File: src/rtl/serial_subtractor_pkg.sv
// Shared types and constants for the bit-serial subtractor.
package serial_subtractor_pkg;

  localparam int unsigned MIN_WIDTH = 1;

  typedef enum logic [1:0] {
    IDLE  = 2'd0,
    SHIFT = 2'd1,
    DONE  = 2'd2
  } state_e;

endpackage

File: src/rtl/fullsubtractor.sv
// One-bit full subtractor: Diff = A - B - Bin, Bout set when a borrow is needed.
module fullsubtractor (
  input  logic A,
  input  logic B,
  input  logic Bin,
  output logic Diff,
  output logic Bout
);

  assign Diff = A ^ B ^ Bin;
  assign Bout = (~A & B) | (~(A ^ B) & Bin);

endmodule

File: src/rtl/serial_subtractor.sv
// Bit-serial a - b - bin, LSB first, one bit per clock.
// Define SERIAL_SUBTRACTOR_SATURATE_EN to clamp diff to zero on a final borrow.
module serial_subtractor
  import serial_subtractor_pkg::*;
#(
  parameter int unsigned WIDTH = 8
) (
  input  logic             clk,
  input  logic             rst,
  input  logic             start,
  input  logic [WIDTH-1:0] a,
  input  logic [WIDTH-1:0] b,
  input  logic             bin,
  output logic             busy,
  output logic             done,
  output logic [WIDTH-1:0] diff,
  output logic             bout
);

  localparam int unsigned CNT_W = $clog2(WIDTH + 1);

  if (WIDTH < MIN_WIDTH) begin : g_width_chk
    $error("serial_subtractor: WIDTH must be >= MIN_WIDTH");
  end

  state_e             state_q, state_d;
  logic [WIDTH-1:0]   a_q, a_d, b_q, b_d, res_q, res_d;
  logic               brw_q, brw_d;
  logic [CNT_W-1:0]   cnt_q, cnt_d;
  logic [WIDTH-1:0]   diff_q, diff_d;
  logic               bout_q, bout_d;
  logic               busy_q, busy_d, done_q, done_d;
  logic               fs_diff, fs_bout;

  fullsubtractor u_fs (
    .A   (a_q[0]),
    .B   (b_q[0]),
    .Bin (brw_q),
    .Diff(fs_diff),
    .Bout(fs_bout)
  );

  always_comb begin
    state_d = state_q;
    a_d     = a_q;
    b_d     = b_q;
    res_d   = res_q;
    brw_d   = brw_q;
    cnt_d   = cnt_q;
    diff_d  = diff_q;
    bout_d  = bout_q;
    unique case (state_q)
      IDLE, DONE: begin
        if (start) begin
          a_d     = a;
          b_d     = b;
          brw_d   = bin;
          res_d   = '0;
          cnt_d   = '0;
          state_d = SHIFT;
        end else if (state_q == DONE) begin
          state_d = IDLE;
        end
      end
      SHIFT: begin
        a_d   = a_q >> 1;
        b_d   = b_q >> 1;
        res_d = WIDTH'({fs_diff, res_q} >> 1);
        brw_d = fs_bout;
        cnt_d = cnt_q + CNT_W'(1);
        // Last bit: publish the completed result on the DONE-entry edge.
        if (cnt_q == CNT_W'(WIDTH - 1)) begin
          state_d = DONE;
          bout_d  = fs_bout;
`ifdef SERIAL_SUBTRACTOR_SATURATE_EN
          diff_d  = fs_bout ? '0 : res_d;
`else
          diff_d  = res_d;
`endif
        end
      end
      default: state_d = IDLE;
    endcase
    busy_d = (state_d == SHIFT);
    done_d = (state_d == DONE);
  end

  always_ff @(posedge clk or posedge rst) begin
    if (rst) begin
      state_q <= IDLE;
      a_q     <= '0;
      b_q     <= '0;
      res_q   <= '0;
      brw_q   <= 1'b0;
      cnt_q   <= '0;
      diff_q  <= '0;
      bout_q  <= 1'b0;
      busy_q  <= 1'b0;
      done_q  <= 1'b0;
    end else begin
      state_q <= state_d;
      a_q     <= a_d;
      b_q     <= b_d;
      res_q   <= res_d;
      brw_q   <= brw_d;
      cnt_q   <= cnt_d;
      diff_q  <= diff_d;
      bout_q  <= bout_d;
      busy_q  <= busy_d;
      done_q  <= done_d;
    end
  end

  assign busy = busy_q;
  assign done = done_q;
  assign diff = diff_q;
  assign bout = bout_q;

endmodule

File: config.mk
export PLATFORM = sky130hd
export DESIGN_NAME = serial_subtractor
export DESIGN_NICKNAME = d
export VERILOG_FILES = /design/src/rtl/serial_subtractor_pkg.sv /design/src/rtl/fullsubtractor.sv /design/src/rtl/serial_subtractor.sv
export SDC_FILE = /design/constraint.sdc
export NUM_CORES = 1
export LEC_CHECK = 0
export BUFFER_PORTS_ARGS = -buffer_cell sky130_fd_sc_hd__clkbuf_2
export CORE_ASPECT_RATIO = 0.6
export CORE_MARGIN = 4
export CORE_UTILIZATION = 45
export CTS_CLUSTER_DIAMETER = 80
export DETAILED_ROUTE_END_ITERATION = 8
export PLACE_DENSITY = 0.67
export SYNTH_ARGS = -nofsm -noshare
export SYNTH_HDL_FRONTEND = slang
export SYNTH_SLANG_ARGS = --single-unit
File: constraint.sdc
create_clock -name clk -period 1.8 [get_ports clk]
set_input_delay 0.36 -clock clk [delete_from_list [all_inputs] [get_ports clk]]
set_output_delay 0.36 -clock clk [all_outputs]
set_load 0.05 [all_outputs]
# After elaboration in Yosys (flattened, before gate mapping)

Index checks and enable logic that the tools add are counted.

Mux-type cells: 14
Bitwise operators: 7
Add/subtract/negate cells: 1
Equality and inequality tests: 6
Reductions and logical operators: 5

Operators by type and width:

| operator            | number |
|---|---|
| $pmux 8 s2          | 3 |
| $mux 8              | 3 |
| $pmux 4 s2          | 1 |
| $mux 2              | 3 |
| $add 4x1->4 const B | 1 |
| $eq 2x1->1 const B  | 2 |
| $eq 2x2->1 const B  | 2 |
| $eq 4x3->1 const B  | 1 |
| $mux 4              | 1 |
| $pmux 2 s2          | 1 |
| $reduce_and 2->1    | 2 |
| $and 1x1->1         | 2 |
| $logic_not 2->1     | 1 |
| $ne 2x2->1 const B  | 1 |
| $not 1->1           | 2 |
| $pmux 1 s2          | 1 |
| $reduce_bool 2->1   | 1 |
| $reduce_or 2->1     | 1 |
| $xor 1x1->1         | 2 |
| $mux 1              | 1 |
| $or 1x1->1          | 1 |

Output and inout port bits: 11
Register bits: 42
Word-level logic and storage cells: 43

# Depth between registers and ports, before layout

Word-level depth: 5
Gate-level depth with buffers: 5
Depth with buffers taken out: 4

# Modules after synthesis

Synthesis repeated with hierarchy kept, for this count alone.

Cell total of the unflattened synthesis: 122
Area total of the unflattened synthesis: 1669.1 µm²

By module, submodules not included:

| module            | instances | area an instance (µm²) | cells an instance | seq. area each (µm²) |
|---|---|---|---|---|
| serial_subtractor | 1         | 1637.8                 | 118               | 1026.0 |
| fullsubtractor    | 1         | 31.3                   | 4                 | 0.0 |

# Least setup slack after synthesis

No wires, ideal clock.

Kind: register to register
Start: register state_q[1]
End: register diff_q[0], in the netlist diff[0]
Path slack: 0.339 ns
Cell stages (with the launch flop): 5
Required time: 1.675 ns
Clock period less this slack: 1.461 ns
Data arrival time: 1.337 ns
Buffers on the path: 1
Library setup time: 0.125 ns
Cells stage by stage: dfrtp_1 > nand2b_1 > buf_6 > nor3_4 > mux2_2

Word-level cells in the longest chain between the ends: 2

Ends and longest elaborated chain:

| item                              | line                     | RTL |
|---|---|---|
| from (decl)                       | serial_subtractor.sv:26  | `state_e state_q, state_d;` |
| from (signal assigned)            | serial_subtractor.sv:101 | `state_q <= state_d;` |
| $eq 2x1->1                        | serial_subtractor.sv:52  | `unique case (state_q)` |
| $reduce_and 2->1 (no source line) | -                        |  |
| to (signal assigned)              | serial_subtractor.sv:107 | `diff_q <= diff_d;` |
| to (decl)                         | serial_subtractor.sv:30  | `logic [WIDTH-1:0] diff_q, diff_d;` |

Every way passes these cells.
A chain may end at the register's enable or synchronous reset.

# Worst setup path in the final report

Start: register cnt_q[0]
End: register diff_q[7], in the netlist diff[7]

Word-level cells in the longest chain between the ends: 2

Ends and longest elaborated chain:

| item                              | line                     | RTL |
|---|---|---|
| from (decl)                       | serial_subtractor.sv:29  | `logic [CNT_W-1:0] cnt_q, cnt_d;` |
| from (signal assigned)            | serial_subtractor.sv:106 | `cnt_q <= cnt_d;` |
| $eq 4x3->1                        | serial_subtractor.sv:72  | `if (cnt_q == CNT_W'(WIDTH - 1)) begin` |
| $reduce_and 2->1 (no source line) | -                        |  |

Every way passes these cells.

==> results.json <==
{
  "syn_avg_cell_area_um2": 12.14,
  "grt_pass1_vias": 1239,
  "syn_to_final_growth_pct": 18.82,
  "path_class": "reg -> reg",
  "first_pass_iters": 4,
  "finalHoldViolCount": 0,
  "rows": 16,
  "start_util_pct": 49.23,
  "fin_nets": 192,
  "yosysTopAreaCell": "dfrtp_1",
  "io_buffer_count": 30,
  "tns_ns": 0,
  "cts_max_level": 2,
  "fin_worst_skew_ns": 0.01193,
  "tightest_slew_ns": 0.7480,
  "netlist_top_cells_area": "dfrtp_1 (61%), a22oi_1 (5.8%), a22o_1 (5.8%)",
  "clkLatencyLatePin_ns": 0.29,
  "grt_pass1_wl_um": 5699,
  "max_freq_mhz": 608.7,
  "leakage_nw": 0.9981,
  "maxCapViolations": 0,
  "ant_nets": 0,
  "startpoint_type": "register",
  "final_util_pct": 58.49,
  "gp_congestion": 0.7873,
  "setup_viol_count_final": 0,
  "yosysUniqueCellTypes": 24,
  "r2r_slack_ns": 0.16,
  "min_path_type": "in -> async",
  "synthCells": 138,
  "routed_wl_um": 3279,
  "chipHeight_um": 55.27,
  "cts-root-buf": "clkbuf_8",
  "die-area_um2": 4795,
  "io_pins": 31,
  "cts.sinks": 41,
  "cts_made_buffers": 5,
  "vias": 1157,
  "fin_crit_ns": 1.643,
  "crit_required_ns": 1.97,
  "drt_iter0_drc": 60,
  "cts_tree": "yes",
  "synth_seq_area_share_pct": 61.24,
  "postCtsResizedCells": 0,
  "ir_worst_vdd_mv": 0.8442,
  "min_period_over_period_pct": 91.26,
  "cts.clk_slew.worst_paths_ns": 0.08,
  "drive_gt1_share_pct": 30.41,
  "drc": 0,
  "diodes": 0,
  "grt_max_degree": 42,
  "hpwl_um": 2251,
  "yosys_warnings": 0,
  "fin_total_pwr_mw": 3.901,
  "worstPathArrival_ns": 1.81,
  "worstSetupEndpointType": "register",
  "cts.hold.buffers_added": 0,
  "overflow": 0,
  "slew_viol_final": 0,
  "relSlewSlack_pct": 49.95,
  "cts_setup_buffers": 0,
  "viasPerCell": 5.356,
  "die_w_um": 86.77,
  "grt_usage_pct": 15.25,
  "mappedNetlistNets": 160,
  "worst-path-max-fanout": 9,
  "status": "finished clean",
  "netlist_area_um2": 1675,
  "yosys_register_bits": 41,
  "rsz0062_at_grt": "no",
  "reg2reg_depth": 4,
  "antenna_found_initial": 0,
  "routedWlPerCell_um": 15.18,
  "clk_path_buf_depth": 2,
  "core_area_um2": 3403,
  "yosysTopAreaCellShare_pct": 61.24,
  "powerDensity_nw_per_um2": 1960
}
==> Yosys cell counts (all sizes together) <==
| cell | number |
|---|---|
| nand3 | 13 |
| nor2b | 2 |
| nand2b | 2 |
| buf | 5 |
| o21ai | 1 |
| inv | 4 |
| a22o | 11 |
| mux2i | 3 |
| mux2 | 8 |
| fa | 1 |
| dfrtp | 41 |
| nand4 | 1 |
| a22oi | 13 |
| nor2 | 3 |
| xnor2 | 1 |
| nand2 | 17 |
| a221o | 2 |
| ha | 1 |
| nor3 | 3 |
| clkbuf | 5 |
| and2b | 1 |
==> cell usage in the layout, fill, tap and decap left out, types with 3 or more instances in the layout <==
cell	n
nand2_1	17
mux2i_1	3
buf_4	5
clkbuf_8	6
nor2_1	3
dfrtp_1	41
a22o_1	11
clkbuf_2	30
a22oi_1	13
mux2_2	8
nand3_1	13
inv_1	4
==> worst paths after layout <==
check,from,to
min in group clk,b[3],b_q[3]
min reg2reg,b_q[4],b_q[4]
min,rst,done
max reg2reg,cnt_q[0],diff[7]
max in group asynchronous,rst,diff[6]
max,cnt_q[0],diff[7]
==> registers in the layout, indices dropped and copies added (netlist names) <==
register,cells
done,1
b_q,8
bout,1
cnt_q,4
diff,8
brw_q,1
busy,1
state_q,2
res_q,7
a_q,8
==> cells by family (layout without fill, tap and decap cells) <==
group / count (synthesis) / in the layout / synth area share [%]
fa+ha+maj: 2 / 2 / 1.942
compound gates: 27 / 27 / 13.07
mux: 11 / 11 / 7.170
flops: 41 / 41 / 61.24
simple gates: 42 / 42 / 12.25
xor+xnor: 1 / 1 / 0.5229
buf+inv: 14 / 47 / 3.808
==> routing by layer <==
metal  global-route usage [%]  vias to the layer above  wire [um]
met2                    23.86                       29       1559
met3                    4.160                        8        167
li1                         -                      555          -
met1                    19.57                      565       1479
met5                        0                        -          0
met4                    7.333                        0         73
==> where the power goes <==
group          switching, mW  internal (mW)  total (mW)
registers              0.237           1.31        1.55
clock network          0.310          0.451       0.761
logic                  0.998          0.591        1.59
==> cell type report <==
class | instances | area (um^2)
fill | 304 | 1413
inverter | 4 | 15.01
clock inverter | 2 | 37.54
multi-input combinational | 83 | 585.6
timing repair buffer | 35 | 187.7
clock buffer | 6 | 82.58
sequential | 41 | 1026
tap | 45 | 56.30
==> through the flow <==
stage               area [um^2]  setup WS [ns]  hold WS [ns]  std cells
floorplan                  1675         0.3386        0.4604        138
global placement           1871         0.2301        0.4827        208
detailed placement         1871         0.1557        0.4857        208
CTS                        1991         0.1351        0.1698        216
global route               1991        0.07200        0.2286        216
finish                     1991         0.1572        0.1542        216
==> critical path, stage by stage (launching register included) <==
cell	delay [ns]
dfrtp_1	0.40
ha_1	0.20
nand2_1	0.12
nor3_4	0.40
mux2_2	0.39
Note: power is estimated with default switching activity, not from simulation.
